`src/rtl/id_ex_pipe.sv`:
```
// ID/EX stage register with load-use hazard detection, WB-to-ID write-through and flush/bubble insertion.
// Outputs are registered with one-cycle latency. hold freezes the stage. A load-use hazard inserts a bubble and drops PC/IF-ID writes.
module id_ex_pipe #(
  parameter int XLEN  = 32,
  parameter int CNT_W = 16
) (
  input  logic            clk,
  input  logic            rst,
  input  logic            IF_ID_valid,
  input  logic [XLEN-1:0] ID_pc,
  input  logic [4:0]      ID_rs1,
  input  logic [4:0]      ID_rs2,
  input  logic [4:0]      ID_rd,
  input  logic            ID_use_rs1,
  input  logic            ID_use_rs2,
  input  logic [XLEN-1:0] ID_rs1_data,
  input  logic [XLEN-1:0] ID_rs2_data,
  input  logic [XLEN-1:0] ID_imm,
  input  logic            ID_RegWrite,
  input  logic            ID_MemRead,
  input  logic            ID_MemWrite,
  input  logic            ID_MemtoReg,
  input  logic            ID_ALUSrc,
  input  logic            ID_Branch,
  input  logic            ID_Jump,
  input  logic [3:0]      ID_ALUOp,
  input  logic            MEM_WB_RegWrite,
  input  logic [4:0]      MEM_WB_rd,
  input  logic [XLEN-1:0] WB_data,
  input  logic            EX_flush,
  input  logic            INT_flush,
  input  logic            hold,
  output logic            ID_EX_valid,
  output logic [XLEN-1:0] ID_EX_pc,
  output logic [4:0]      ID_EX_rs1,
  output logic [4:0]      ID_EX_rs2,
  output logic [4:0]      ID_EX_rd,
  output logic [XLEN-1:0] ID_EX_rs1_data,
  output logic [XLEN-1:0] ID_EX_rs2_data,
  output logic [XLEN-1:0] ID_EX_imm,
  output logic            ID_EX_RegWrite,
  output logic            ID_EX_MemRead,
  output logic            ID_EX_MemWrite,
  output logic            ID_EX_MemtoReg,
  output logic            ID_EX_ALUSrc,
  output logic            ID_EX_Branch,
  output logic            ID_EX_Jump,
  output logic [3:0]      ID_EX_ALUOp,
  output logic            load_use_stall,
  output logic            PC_write,
  output logic            IF_ID_write,
  output logic [CNT_W-1:0] stall_cnt
);

  typedef struct packed {
    logic            valid;
    logic [XLEN-1:0] pc;
    logic [4:0]      rs1;
    logic [4:0]      rs2;
    logic [4:0]      rd;
    logic [XLEN-1:0] rs1_data;
    logic [XLEN-1:0] rs2_data;
    logic [XLEN-1:0] imm;
    logic            reg_write;
    logic            mem_read;
    logic            mem_write;
    logic            mem_to_reg;
    logic            alu_src;
    logic            branch;
    logic            jump;
    logic [3:0]      alu_op;
  } stage_t;

  stage_t           stage_q, stage_d, capt;
  logic [CNT_W-1:0] cnt_q, cnt_d;
  logic             flush, rs1_hit, rs2_hit, wt_rs1, wt_rs2;

  // Hazard path looks only at ID_EX state and ID inputs, never at hold.
  always_comb begin
    flush          = EX_flush | INT_flush;
    rs1_hit        = ID_use_rs1 && (stage_q.rd == ID_rs1);
    rs2_hit        = ID_use_rs2 && (stage_q.rd == ID_rs2);
    load_use_stall = stage_q.valid && stage_q.mem_read && (stage_q.rd != 5'd0) &&
                     IF_ID_valid && (rs1_hit || rs2_hit) && !flush;
    PC_write       = !(load_use_stall || hold);
    IF_ID_write    = !(load_use_stall || hold);
  end

  always_comb begin
    wt_rs1 = MEM_WB_RegWrite && (MEM_WB_rd != 5'd0) && (MEM_WB_rd == ID_rs1);
    wt_rs2 = MEM_WB_RegWrite && (MEM_WB_rd != 5'd0) && (MEM_WB_rd == ID_rs2);
    capt          = '0;
    capt.valid    = IF_ID_valid;
    capt.pc       = ID_pc;
    capt.rs1      = ID_rs1;
    capt.rs2      = ID_rs2;
    capt.rs1_data = wt_rs1 ? WB_data : ID_rs1_data;
    capt.rs2_data = wt_rs2 ? WB_data : ID_rs2_data;
    capt.imm      = ID_imm;
    capt.alu_op   = ID_ALUOp;
    // An empty decode slot must never write a register or look like a forwarding source.
    if (IF_ID_valid) begin
      capt.rd         = ID_rd;
      capt.reg_write  = ID_RegWrite;
      capt.mem_read   = ID_MemRead;
      capt.mem_write  = ID_MemWrite;
      capt.mem_to_reg = ID_MemtoReg;
      capt.alu_src    = ID_ALUSrc;
      capt.branch     = ID_Branch;
      capt.jump       = ID_Jump;
    end
  end

  always_comb begin
    stage_d = stage_q;
    cnt_d   = cnt_q;
    if (flush) begin
      stage_d = '0;
    end else if (hold) begin
      stage_d = stage_q;
    end else if (load_use_stall) begin
      stage_d = '0;
      if (cnt_q != {CNT_W{1'b1}}) cnt_d = cnt_q + 1'b1;
    end else begin
      stage_d = capt;
    end
  end

  always_ff @(posedge clk) begin
    if (rst) begin
      stage_q <= '0;
      cnt_q   <= '0;
    end else begin
      stage_q <= stage_d;
      cnt_q   <= cnt_d;
    end
  end

  assign ID_EX_valid    = stage_q.valid;
  assign ID_EX_pc       = stage_q.pc;
  assign ID_EX_rs1      = stage_q.rs1;
  assign ID_EX_rs2      = stage_q.rs2;
  assign ID_EX_rd       = stage_q.rd;
  assign ID_EX_rs1_data = stage_q.rs1_data;
  assign ID_EX_rs2_data = stage_q.rs2_data;
  assign ID_EX_imm      = stage_q.imm;
  assign ID_EX_RegWrite = stage_q.reg_write;
  assign ID_EX_MemRead  = stage_q.mem_read;
  assign ID_EX_MemWrite = stage_q.mem_write;
  assign ID_EX_MemtoReg = stage_q.mem_to_reg;
  assign ID_EX_ALUSrc   = stage_q.alu_src;
  assign ID_EX_Branch   = stage_q.branch;
  assign ID_EX_Jump     = stage_q.jump;
  assign ID_EX_ALUOp    = stage_q.alu_op;
  assign stall_cnt      = cnt_q;

endmodule

```
`config.mk`:
```
export PLATFORM = sky130hd
export DESIGN_NAME = id_ex_pipe
export DESIGN_NICKNAME = d
export VERILOG_FILES = /design/src/rtl/id_ex_pipe.sv
export SDC_FILE = /design/constraint.sdc
export NUM_CORES = 1
export LEC_CHECK = 0
export ABC_CLOCK_PERIOD_IN_PS = 1800
export CAP_MARGIN = 20
export CORE_AREA = 2 2 145 147
export DETAILED_ROUTE_END_ITERATION = 10
export DIE_AREA = 0 0 147 149
export PLACE_DENSITY = 0.82
export SYNTH_ARGS = -nofsm -noshare
export SYNTH_HDL_FRONTEND = slang
export SYNTH_SLANG_ARGS = --single-unit
```
`constraint.sdc`:
```
create_clock -name clk -period 1.8 [get_ports clk]
set_input_delay 0.36 -clock clk [delete_from_list [all_inputs] [get_ports clk]]
set_output_delay 0.36 -clock clk [all_outputs]
set_load 0.1 [all_outputs]
```
; Word-level counts from Yosys, hierarchy flattened
; Cells that the tools add are included.
[totals]
output_inout_bits = 174
elab_cells = 49
ff_bits = 171
in_bits = 200
[op_classes]
n_addsub = 1
n_reduce_logical = 18
n_eq_ne = 5
mux = 5
bitwise_logic = 3
[ops]
columns = op, n
row1 = 155-bit two-way mux, 1
row2 = 32-bit two-way mux, 2
row3 = 5-bit equality test, 4
row4 = "16-bit by 1-bit adder with 16-bit output, second input constant", 1
row5 = "16-bit inequality test, second input constant", 1
row6 = 1-bit logical AND, 10
row7 = 5-bit nonzero test, 2
row8 = 7-bit two-way mux, 1
row9 = 5-bit two-way mux, 1
row10 = 4-bit AND reduction, 1
row11 = 1-bit zero test, 2
row12 = 1-bit logical OR, 2
row13 = 1-bit NOT, 2
row14 = 2-bit OR reduction, 1
row15 = 1-bit bitwise OR, 1

; Longest topological paths before layout
[depth]
depth_word = 7
ltp_mapped = 8
mapped_depth_nobuf = 7

; Worst setup path after synthesis
; Ideal clock, no wire load.
[synth_timing]
path_kind = reg-to-output
from = reg stage_q, in the netlist ID_EX_rd[4]
to = out PC_write
path_buffers = 1
path_stages_with_launch = 7
setup_slack_ns = -2.218
required_time_ns = 1.440
arrival_ns = 3.658
cell_sequence = dfxtp_1 -> or4_4 -> nor2_4 -> nor4_2 -> and2_4 -> nor2_1 -> buf_4
[synth_between]
elab_chain_cells = 7
word_cells_on_any_way = 12
classes_between = 2 x eq/ne / 10 x reduce/logical
[synth_lines]
columns = item, line_no
row1 = start: declaration, 74  ; stage_t stage_q, stage_d, capt;
row2 = start signal: assignment, 134  ; stage_q <= stage_d;
row3 = 5-bit equality test (tied with other cells), 81  ; rs1_hit = ID_use_rs1 && (stage_q.rd == ID_rs1);
row4 = 1-bit logical AND (on tied branches), "81, 82, 83"
row5 = 1-bit logical OR or 1-bit logical AND (tied branches), "84, 83"
row6 = 1-bit logical AND * (2 in a row), 84  ; IF_ID_valid && (rs1_hit || rs2_hit) && !flush;
row7 = via load_use_stall, 49  ; output logic load_use_stall,
row8 = 1-bit logical OR *, -
row9 = 1-bit zero test *, -
row10 = end: declaration, 50  ; output logic PC_write,
; The timed path passes the listed nets; every way through them passes the cells marked *.

; Worst setup path after layout
[layout_timing]
from = reg stage_q, in the netlist ID_EX_rd[4]
to = out IF_ID_write
[layout_between]
elab_chain_cells = 7
word_cells_on_any_way = 12
classes_between = 2 x eq/ne / 10 x reduce/logical
[layout_lines]
columns = item, line_no
row1 = 5-bit equality test (tied with other cells), 81
row2 = 1-bit logical AND (on tied branches), "81, 82, 83"
row3 = 1-bit logical OR or 1-bit logical AND (tied branches), "84, 83"
row4 = 1-bit logical AND * (2 in a row), 84
row5 = 1-bit logical OR *, 86  ; IF_ID_write = !(load_use_stall || hold);
row6 = 1-bit zero test *, 86
row7 = end: declaration, 51  ; output logic IF_ID_write,
; Mark *: on every way between the ends. The rest lies on a longest branch, timed or not.

==> flow_metrics.tcl <==
set metrics [dict create \
    status "complete, but fails checks" \
    violations "setup timing" \
    die_h_um 149 \
    yosysMostFrequentCell "dfxtp_1" \
    final_cells 1351 \
    cts-htree-levels 4 \
    p_int_w 0.006538 \
    yosys_warnings 0 \
    hpwl_um 19420 \
    setup_violations 174 \
    clkPwrFrac_pct 39.7 \
    postSynthCellCount 617 \
    fp.coreArea_mm2 0.02056 \
    clock.fmax_mhz 402.1 \
    portBuffers 373 \
    finalNetCount 1263 \
    fp-row-count 53 \
    initial_core_util_pct 31.38 \
    cts_hold_buf 0 \
    syn-cell-area_mm2 0.006451 \
    drive_gt1_share_pct 34.70 \
    gp_congestion 0.8399 \
    period_share_pct 138.2 \
    rsz0062_at_grt "yes" \
    drcViolationCount 0 \
    min_path_type "input port to flop" \
    vdd_drop_max_mv 0.5216 \
    fin_crit_ns 2.487 \
    dr.first_iter.drc_count 249 \
    start_kind "flop" \
    syn_nets 818 \
    grt_pass1_wl_um 38320 \
    routed_via_density 4.872 \
    power.leakage_nw 5.361 \
    ys_seq_area_share_pct 53.06 \
    wire_per_inst_um 19.30 \
    worstSetupEndpointType "output pin" \
    path_class "flop to output pin" \
    overflow 0 \
    finalWirelength_um 26070 \
    clock_skew_ns 0.01514 \
    first_pass_iters 4 \
    clkTransAtPathRegs_ns 0.07 \
    tightestPinTransition_ns 0.4016 \
    seqPwrFrac_pct 42.3 \
    die-width_um 147 \
    synth_cell_types 37 \
    yosys-top-cells-area "dfxtp_1, a22o_1, mux2i_1" \
    p_switching_w 0.002627 \
    finalHoldViolations 0 \
    clock_path_buffers 2 \
    synthArstFlopShare_pct 0 \
    power_density_mw_per_mm2 649.1 \
    synth_area_per_cell_um2 10.46 \
    die_area_mm2 0.02190 \
    vias 6582 \
    synth_common_cells "dfxtp_1, a22o_1, nand2_1, mux2i_1, o21ai_1" \
    grt_pass1_vias 6843 \
    ios 374 \
    critical_path_arrival_ns 2.13 \
    ant_nets 0 \
    tns_ns -68.60 \
    max_cap_violations 0 \
    cts-root-buf "clkbuf_16" \
    antenna_found_initial 3 \
    yosys.area.top_type_share_pct 53.06 \
    grt_max_degree 42 \
    cts_tree "built" \
    slew_headroom_pct 73.04 \
    finalPower_w 0.009164 \
    cts.sinks 171 \
    switching_share_pct 28.66 \
    maxSlewViolCount 0 \
    ys_seq_elements 171 \
    dp.cells 1292 \
    fillers 1416 \
    post-place-ws_ns -0.7893 \
    syn_to_final_growth_pct 118.8 \
    setup_slack_ns -0.6871 \
    fin_util_pct 68.67 \
    clock_latency_ns 0.43 \
    synth_ff_type "dfxtp_1" \
    synth_area_leader_cell "dfxtp_1" \
    pwr-share-comb_pct 18.0 \
    cts_buffers 17 \
    crit_fanout 3 \
    synth_edf_count 0 \
    grtUsageTotal_pct 22.61 \
    required_ns 1.44 \
]
stage by stage:
| step | cell area, um2 | hold slack (ns) |
|---|---|---|
| final | 14120 | 0.3253 |
| after global routing | 14120 | 0.3500 |
| after CTS | 13790 | 0.4871 |
| after detailed placement | 12900 | 0.4765 |
| after global placement | 12900 | 0.4717 |
| after floorplan | 6680 | 0.4849 |
final timing paths:
path	from	depth (start not counted)	endpoint	slack, ns
hold reg to reg	ID_EX_rs2_data[7]	2	ID_EX_rs2_data[7]	0.48
hold / removal	ID_rs2[0]	2	ID_EX_rs2[0]	0.33
setup / recovery	ID_EX_rd[4]	7	IF_ID_write	-0.69
setup reg to reg	ID_EX_rd[4]	12	stall_cnt[13]	-0.49
worst max-delay path, stage by stage, from the launching register on:
cell	delay, ns
dfxtp_4	0.34
or4_4	0.54
nor2_4	0.11
nor4_2	0.06
buf_4	0.14
and2_4	0.15
nor2_4	0.16
buf_12	0.20
power groups by stage:
stage / Clock [W] / Sequential [W] / Combinational (W)
after floorplan: 0 / 0.00438 / 0.000247
after global placement: 0 / 0.00396 / 0.00155
after detailed placement: 0 / 0.00397 / 0.00157
after CTS: 0.00371 / 0.00388 / 0.00162
after global routing: 0.00387 / 0.00389 / 0.00171
final: 0.00364 / 0.00388 / 0.00165
layout by cell type (no fill, tap or decap), types with 17 or more instances in the layout:
| cell type | instances |
|---|---|
| dfxtp_4 | 23 |
| buf_12 | 193 |
| o21ai_1 | 52 |
| mux2i_1 | 65 |
| clkbuf_16 | 21 |
| o21ai_2 | 17 |
| nand2_1 | 69 |
| dfxtp_1 | 148 |
| buf_4 | 54 |
| clkdlybuf4s50_1 | 197 |
| a22o_1 | 90 |
registers in the layout, summed over array words and instances, names as in the netlist, 4 cells and up:
signal,flops
ID_EX_ALUOp,4
ID_EX_rs2_data,32
ID_EX_imm,32
ID_EX_pc,32
ID_EX_rd,5
stall_cnt,16
ID_EX_rs2,5
ID_EX_rs1_data,32
ID_EX_rs1,5
routing by layer:
layer,vias to the layer above,routed length [um],track usage [%]
li1,3149,-,-
met1,3118,9694,24.73
met2,272,13810,42.28
met3,39,1955,6.850
met4,4,574,6.538
met5,-,30,0
timing repair:
item / in CTS / in global routing
setup endpoints to repair: 174 / 174
cloned: 6 / 6
endpoints found under the hold margin: 0 / 0
pin swaps: 8 / 24
buffers inserted: 10 / 7
resized for setup: 18 / 51
area by class of cell:
type | count | area [um2] | share of cell area [%]
Antenna cell | 1 | 2.502 | 0.01773
Inverter | 5 | 18.77 | 0.1329
Timing Repair Buffer | 468 | 6635 | 47.00
Sequential cell | 171 | 3510 | 24.86
Clock inverter | 14 | 151.4 | 1.072
Multi-Input combinational cell | 399 | 3017 | 21.37
Clock buffer | 18 | 439.2 | 3.111
Tap cell | 275 | 344.1 | 2.437
cells by family (layout without fill, tap and decap cells):
group           Yosys count  after routing  share of synthesized area, %
simple gates            127            128                         10.03
flops                   171            171                         53.06
other cells               0              1                             0
compound gates          182            182                         19.59
xor+xnor                 22             22                         2.987
mux                      66             66                         10.26
buf+inv                  48            505                         3.879
fa+ha+maj                 1              1                        0.1939
Note: power is estimated with default switching activity, not from simulation.
